**src/rtl/dnu_iter_ctrl.sv**
```systemverilog
// Iteration controller for the degree-3 DNU write path: sequences one write-FSM
// request per decoding iteration and decides convergence, iteration limit, abort or timeout.
module dnu_iter_ctrl #(
  parameter int MAX_ITER    = 10,
  parameter int ITER_WIDTH  = 4,
  parameter int WDOG_CYCLES = 256
) (
  input  logic                  write_clk,
  input  logic                  rstn,
  input  logic                  dec_start,
  input  logic                  dec_abort,
  input  logic                  syndrome_ok,
  input  logic [1:0]            wr_busy,
  output logic                  iter_rqst,
  output logic                  iter_termination,
  output logic [ITER_WIDTH-1:0] iter_idx,
  output logic                  dec_done,
  output logic                  dec_converged,
  output logic                  wdog_err,
  output logic [2:0]            ctrl_state
);

  localparam int CNT_W = (WDOG_CYCLES > 2) ? $clog2(WDOG_CYCLES) : 1;

  typedef enum logic [2:0] {
    ST_IDLE    = 3'b000,
    ST_RQST    = 3'b001,
    ST_RELEASE = 3'b010,
    ST_EVAL    = 3'b011,
    ST_TERM    = 3'b100
  } state_t;

  state_t                  state_r, state_s;
  logic [CNT_W-1:0]        wdog_cnt_r;
  logic [ITER_WIDTH-1:0]   iter_idx_r;
  logic                    conv_r, wdog_err_r;
  logic                    start_s, inc_s, conv_set_s, conv_clr_s, err_set_s;
  logic                    wdog_exp_s, busy_fin_s, busy_idle_s, last_iter_s;

  // wr_busy==11 matches neither code, so it behaves like "updating"
  assign busy_fin_s  = (wr_busy == 2'b10);
  assign busy_idle_s = (wr_busy == 2'b00);
  assign wdog_exp_s  = (wdog_cnt_r == CNT_W'(WDOG_CYCLES - 1));
  assign last_iter_s = (iter_idx_r == ITER_WIDTH'(MAX_ITER - 1));

  // Next-state decode; exit conditions are tested before the watchdog so they win ties
  always_comb begin
    state_s    = state_r;
    start_s    = 1'b0;
    inc_s      = 1'b0;
    conv_set_s = 1'b0;
    conv_clr_s = 1'b0;
    err_set_s  = 1'b0;
    case (state_r)
      ST_IDLE: begin
        if (dec_start) begin
          state_s = ST_RQST;
          start_s = 1'b1;
        end else begin
          state_s = ST_IDLE;
        end
      end
      ST_RQST: begin
        if (dec_abort) begin
          state_s = ST_TERM;
        end else if (busy_fin_s) begin
          state_s = ST_RELEASE;
        end else if (wdog_exp_s) begin
          state_s   = ST_TERM;
          err_set_s = 1'b1;
        end else begin
          state_s = ST_RQST;
        end
      end
      ST_RELEASE: begin
        if (dec_abort) begin
          state_s = ST_TERM;
        end else if (busy_idle_s) begin
          state_s = ST_EVAL;
        end else if (wdog_exp_s) begin
          state_s   = ST_TERM;
          err_set_s = 1'b1;
        end else begin
          state_s = ST_RELEASE;
        end
      end
      ST_EVAL: begin
        if (dec_abort) begin
          state_s = ST_TERM;
        end else if (syndrome_ok) begin
          state_s    = ST_TERM;
          conv_set_s = 1'b1;
        end else if (last_iter_s) begin
          state_s    = ST_TERM;
          conv_clr_s = 1'b1;
        end else begin
          state_s = ST_RQST;
          inc_s   = 1'b1;
        end
      end
      ST_TERM: state_s = ST_IDLE;
      default: state_s = ST_IDLE;
    endcase
  end

  // State register
  always_ff @(posedge write_clk or negedge rstn) begin
    if (!rstn) begin
      state_r <= ST_IDLE;
    end else begin
      state_r <= state_s;
    end
  end

  // Watchdog: restarts on every state change, counts only while waiting on the write FSM
  always_ff @(posedge write_clk or negedge rstn) begin
    if (!rstn) begin
      wdog_cnt_r <= '0;
    end else if (state_s != state_r) begin
      wdog_cnt_r <= '0;
    end else if (state_r == ST_RQST || state_r == ST_RELEASE) begin
      wdog_cnt_r <= wdog_cnt_r + CNT_W'(1);
    end else begin
      wdog_cnt_r <= '0;
    end
  end

  // Iteration index and result flags; only EVAL may advance the ROM page
  always_ff @(posedge write_clk or negedge rstn) begin
    if (!rstn) begin
      iter_idx_r <= '0;
      conv_r     <= 1'b0;
      wdog_err_r <= 1'b0;
    end else if (start_s) begin
      iter_idx_r <= '0;
      conv_r     <= 1'b0;
      wdog_err_r <= 1'b0;
    end else begin
      if (inc_s) begin
        iter_idx_r <= iter_idx_r + ITER_WIDTH'(1);
      end
      if (conv_set_s) begin
        conv_r <= 1'b1;
      end else if (conv_clr_s) begin
        conv_r <= 1'b0;
      end
      if (err_set_s) begin
        wdog_err_r <= 1'b1;
      end
    end
  end

  assign iter_rqst        = (state_r == ST_RQST);
  assign iter_termination = (state_r == ST_TERM);
  assign dec_done         = (state_r == ST_TERM);
  assign iter_idx         = iter_idx_r;
  assign dec_converged    = conv_r;
  assign wdog_err         = wdog_err_r;
  assign ctrl_state       = state_r;

endmodule

```
**config.mk**
```make
export PLATFORM = sky130hd
export DESIGN_NAME = dnu_iter_ctrl
export DESIGN_NICKNAME = d
export VERILOG_FILES = /design/src/rtl/dnu_iter_ctrl.sv
export SDC_FILE = /design/constraint.sdc
export NUM_CORES = 1
export LEC_CHECK = 0
export BUFFER_PORTS_ARGS = -buffer_cell sky130_fd_sc_hd__buf_4
export CORE_MARGIN = 3
export CORE_UTILIZATION = 54
export DETAILED_ROUTE_END_ITERATION = 16
export PLACE_DENSITY = 0.75
export REMOVE_ABC_BUFFERS = 1
export SETUP_SLACK_MARGIN = 0.2
export SKIP_CTS_REPAIR_TIMING = 1
export SLEW_MARGIN = 25
export SYNTH_ARGS = -nofsm -noshare
export SYNTH_HDL_FRONTEND = slang
export SYNTH_SLANG_ARGS = --single-unit
```
**constraint.sdc**
```tcl
create_clock -name write_clk -period 2.7 [get_ports write_clk]
set_input_delay 0 -clock write_clk [delete_from_list [all_inputs] [get_ports write_clk]]
set_output_delay 0 -clock write_clk [all_outputs]
set_load 0.02 [all_outputs]
```
Word level (Yosys, flattened, before mapping)
Cells that the tools add are included.
W data, S select, Z words.

storage, ports and cells
  bits in registers = 17
  output and inout port bits = 12
  word-level logic and storage cells = 60
  bits of input ports = 7

operators by class
  reduce and logical (&&, ||, !) cells = 6
  mux-type cells = 39
  equality and inequality tests = 8
  add/subtract/negate cells = 2

operator list
  kind                   count
  $mux W3                9
  $mux W1                24
  $mux W8                2
  $pmux W3 S4            1
  $add A8 B1 Y8 const B  1
  $eq A8 B8 Y1 const B   1
  $mux W4                2
  $eq A3 B2 Y1 const B   2
  $add A4 B1 Y4 const B  1
  $eq A4 B4 Y1 const B   1
  $reduce_bool A2 Y1     2
  $eq A3 B1 Y1 const B   1
  $eq A3 B3 Y1 const B   1
  $logic_not A3 Y1       1
  $ne A3 B3 Y1           1
  $reduce_bool A3 Y1     1
  $eq A2 B2 Y1 const B   1
  $logic_not A2 Y1       1
  $pmux W1 S2            1
  $logic_or A1 B1 Y1     1

Depth between registers and ports, before layout
  depth after elaboration = 8
  mapped depth = 7
  depth with buffers taken out = 6

Worst setup path after synthesis
OpenSTA, ideal clock, no wires.

  path kind = flip-flop to flip-flop
  start = register iter_idx_r[0] (netlist: iter_idx[0])
  end = register wdog_cnt_r[0]
  path buffers = 1
  data arrival time = 1.998 ns
  stages on the path, launching flop included = 7
  data required time = 2.578 ns
  slack = 0.580 ns
  period minus slack after synthesis = 2.120 ns
  setup time = 0.122 ns
  cell sequence = dfrtp_1 ha_1 and3b_1 o31ai_2 or4_4 buf_6 a2111oi_1

on the way
  longest elaborated chain between the ends = 7

ends and longest elaborated chain
  element                 line  source
  start, declared         35    logic [ITER_WIDTH-1:0] iter_idx_r;
  start signal, assigned  140   iter_idx_r <= iter_idx_r + ITER_WIDTH'(1);
  $eq A4 B4 Y1            44    assign last_iter_s = (iter_idx_r == ITER_WIDTH'(MAX_ITER - 1));
  $mux W3                 93    end else if (last_iter_s) begin
  $mux W3                 90    end else if (syndrome_ok) begin
  $mux W3                 88    if (dec_abort) begin
  $pmux W3 S4             54    case (state_r)
  $ne A3 B3 Y1            119   end else if (state_s != state_r) begin
  $mux W8                 119
  end signal, assigned    122   wdog_cnt_r <= wdog_cnt_r + CNT_W'(1);
  end, declared           34    logic [CNT_W-1:0] wdog_cnt_r;

Every way passes these cells.
A chain may end at the register's enable or synchronous reset.

Final worst setup path
  start = register wdog_cnt_r[0]
  end = register wdog_cnt_r[4]

on the way
  longest elaborated chain between the ends = 7
  elaborated cells on any way between the ends = 12
  those cells by class = add/sub (1); eq/ne (2); mux (9)

ends and longest elaborated chain
  element                            line    source
  $eq A8 B8 Y1                       43      assign wdog_exp_s = (wdog_cnt_r == CNT_W'(WDOG_CYCLES - 1));
  $mux W3, on equally long branches  68, 80
  $mux W3, on equally long branches  66, 78
  $mux W3, on equally long branches  64, 76
  $pmux W3 S4                        54
  $ne A3 B3 Y1                       119
  $mux W8 *                          119

Mark *: on every way between the ends. The rest lies on a longest branch, timed or not.

==> results_dict.tcl <==
set metrics [dict create \
    final.min_clock_period_ns 2.31 \
    peakVddDrop_mv 0.396 \
    fmax_ghz 0.433 \
    nets 134 \
    worstPathArrival_ns 2.45 \
    regArea_sq_um 425 \
    cts_sinks 17 \
    clock_latency_ns 0.31 \
    min_to "ctrl_state[1]" \
    p_sw_mw 0.343 \
    ioPinCount 19 \
    hold_viol 0 \
    antenna_found_initial 0 \
    grt_pass1_wl_mm 3.66 \
    cts_root_buffer "clkbuf_4" \
    status "finished, final reports clean" \
    final_common_cell "buf_4" \
    track_usage_pct 19.2 \
    yosys.cell_types.count 43 \
    critical_path_class "flop to flop" \
    r2r-start "wdog_cnt_r[0]" \
    vias 856 \
    grt_max_degree 18 \
    cts_buffers 3 \
    startpoint "wdog_cnt_r[0]" \
    min_from "wr_busy[0]" \
    clkTransAtPathRegs_ns 0.11 \
    multiInputGateArea_sq_um 594 \
    finClkSkew_ns 0.0112 \
    start_util_pct 59.7 \
    critPathMaxFanout 8 \
    design.core.area_sq_um 1800 \
    fillers 146 \
    dieHeight_um 50.6 \
    dpl_worst_slack_ns 0.441 \
    drc_errors 0 \
    p_int_mw 0.472 \
    wl_per_cell_um 15.2 \
    hpwl_mm 1.63 \
    finalMaxSlewViolations 0 \
    maxSlewHeadroom_pct 45.5 \
    worstMarginPinSlew_ns 0.816 \
    synth-edff-count 0 \
    cp.required_ns 2.84 \
    critical_path.startpoint_type "flop" \
    finish.instance_area_sq_um 1260 \
    drt_iter0_markers 18 \
    maxCapViolCount 0 \
    die_w_um 50.6 \
    yosysSeqAreaShare_pct 39.6 \
    power_density_nw_per_um2 647 \
    avgSynthCellArea_sq_um 10.3 \
    numPortBuffers 18 \
    ys_seq_elements 17 \
    place_area_sq_um 1200 \
    p_comb_share_pct 42.3 \
    cts.path.max_buffers 2 \
    layout-drive-gt1-share_pct 25.2 \
    netlist_area_sq_um 1070 \
    gp_congestion 0.858 \
    antenna_left 0 \
    layout_common_cells "18 x buf_4, 17 x dfrtp_1, 7 x nor2_1, 7 x a2111oi_1, 5 x nand3_1" \
    vias_per_cell 5.78 \
    num_antenna_cells 0 \
    crit_path_end_kind "flop" \
    dieArea_sq_um 2560 \
    async_flop_share_pct 100 \
    syn_inst 104 \
    tritoncts "built" \
    p_leak_nw 0.523 \
    whs_path_depth 4 \
    worstRegToRegCells 5 \
    rrSetupSlack_ns 0.39 \
    grt_pass1_vias 786 \
    rows 15 \
    ys.flop_type "dfrtp_1" \
    pwr-share-seq_pct 40.4 \
    htree_levels 1 \
    tns_ns 0 \
    finalCritPeriodShare_pct 85.5 \
    power.share.clock_pct 17.3 \
    drt_wl_total_mm 2.25 \
    r2r-end "wdog_cnt_r[4]" \
    p_sw_share_pct 42.1 \
    rsz0062_at_grt "no" \
    setup_violations 0 \
    drt_first_pass_iters 4 \
    worstHoldPathType "primary input to flop" \
    grt-ovfl-total 0 \
    yosysWarnings 0 \
    area_delta_synth_final_pct 17.1 \
    fin_ws_ns 0.390 \
]
[through the flow]
stage	utilization, %	power, mW	hold WS [ns]	std cells
final	69.9	0.815	0.0348	148
after floorplan	-	0.553	-0.296	98
after global placement	66.7	0.664	-0.126	141
after detailed placement	66.7	0.674	-0.125	141
after CTS	68.2	0.813	-0.456	145
after global routing	69.9	0.871	0.0587	148
[cell families (layout without fill, tap and decap cells)]
kind of cell,count (synthesis),count (layout),synth area share [%]
compound gates,23,23,19.9
xor+xnor,8,8,6.52
fa+ha+maj,3,3,3.49
buf+inv,10,29,5.12
flops,17,17,39.6
mux,1,1,0.931
simple gates,42,42,24.4
[critical path: stages, from the launching register on]
cell and delay, ns:
dfrtp_1 0.40, ha_1 0.19, and3_1 0.34, a2111oi_4 0.13, or4_4 0.57, a2111oi_1 0.53
[registers in the layout (all words and copies together) (netlist names)]
register / cells
iter_idx: 4
ctrl_state: 3
wdog_cnt_r: 8
wdog_err: 1
dec_converged: 1
[routing by layer]
layer	part of all wire [%]	vias up	GRT usage, %	wire (um)
met5	0	-	0	0
met4	3.3	0	12.6	75
met3	4.0	7	2.37	90
met2	42	20	27.4	948
met1	51	397	27.2	1140
li1	-	432	-	-
[cells in the mapped netlist (3+ instances only)]
cell type  number  share of area (%)
ha_1            3                3.5
a2111oi_1       7                6.5
nand4_1         3                1.7
nand2_1         4                1.4
nor2_1          7                2.4
o21ai_0         3                1.4
nand3_1         5                2.3
xor2_1          4                3.3
dfrtp_1        17                 40
inv_1           4                1.4
xnor2_1         4                3.3
[area by class of cell]
class                           instances  share of cell area, %
Timing Repair Buffer                   21                   13.1
Sequential cell                        17                   33.8
Tap cell                               25                   2.49
Multi-Input combinational cell         77                   47.2
Clock inverter                          1                  0.398
Clock buffer                            3                   1.79
Inverter                                4                   1.19
[worst max path at each step]
stage               endpoint  slack, ns  cells after the start
2_1_floorplan  wdog_cnt_r[0]       0.64                      5
3_3_place_gp   wdog_cnt_r[2]       0.53                      6
3_5_place_dp   wdog_cnt_r[4]       0.44                      5
4_1_cts        wdog_cnt_r[4]       0.41                      5
5_1_grt        wdog_cnt_r[4]       0.20                      6
6_report       wdog_cnt_r[4]       0.39                      5
[power by group through the flow]
stage	Clock, mW	Sequential [mW]	Combinational [mW]
after floorplan	0	0.344	0.209
after global placement	0	0.333	0.331
after detailed placement	0	0.334	0.339
after CTS	0.143	0.329	0.341
after global routing	0.155	0.334	0.382
final	0.141	0.329	0.345
Note: power is estimated with default switching activity, not from simulation.
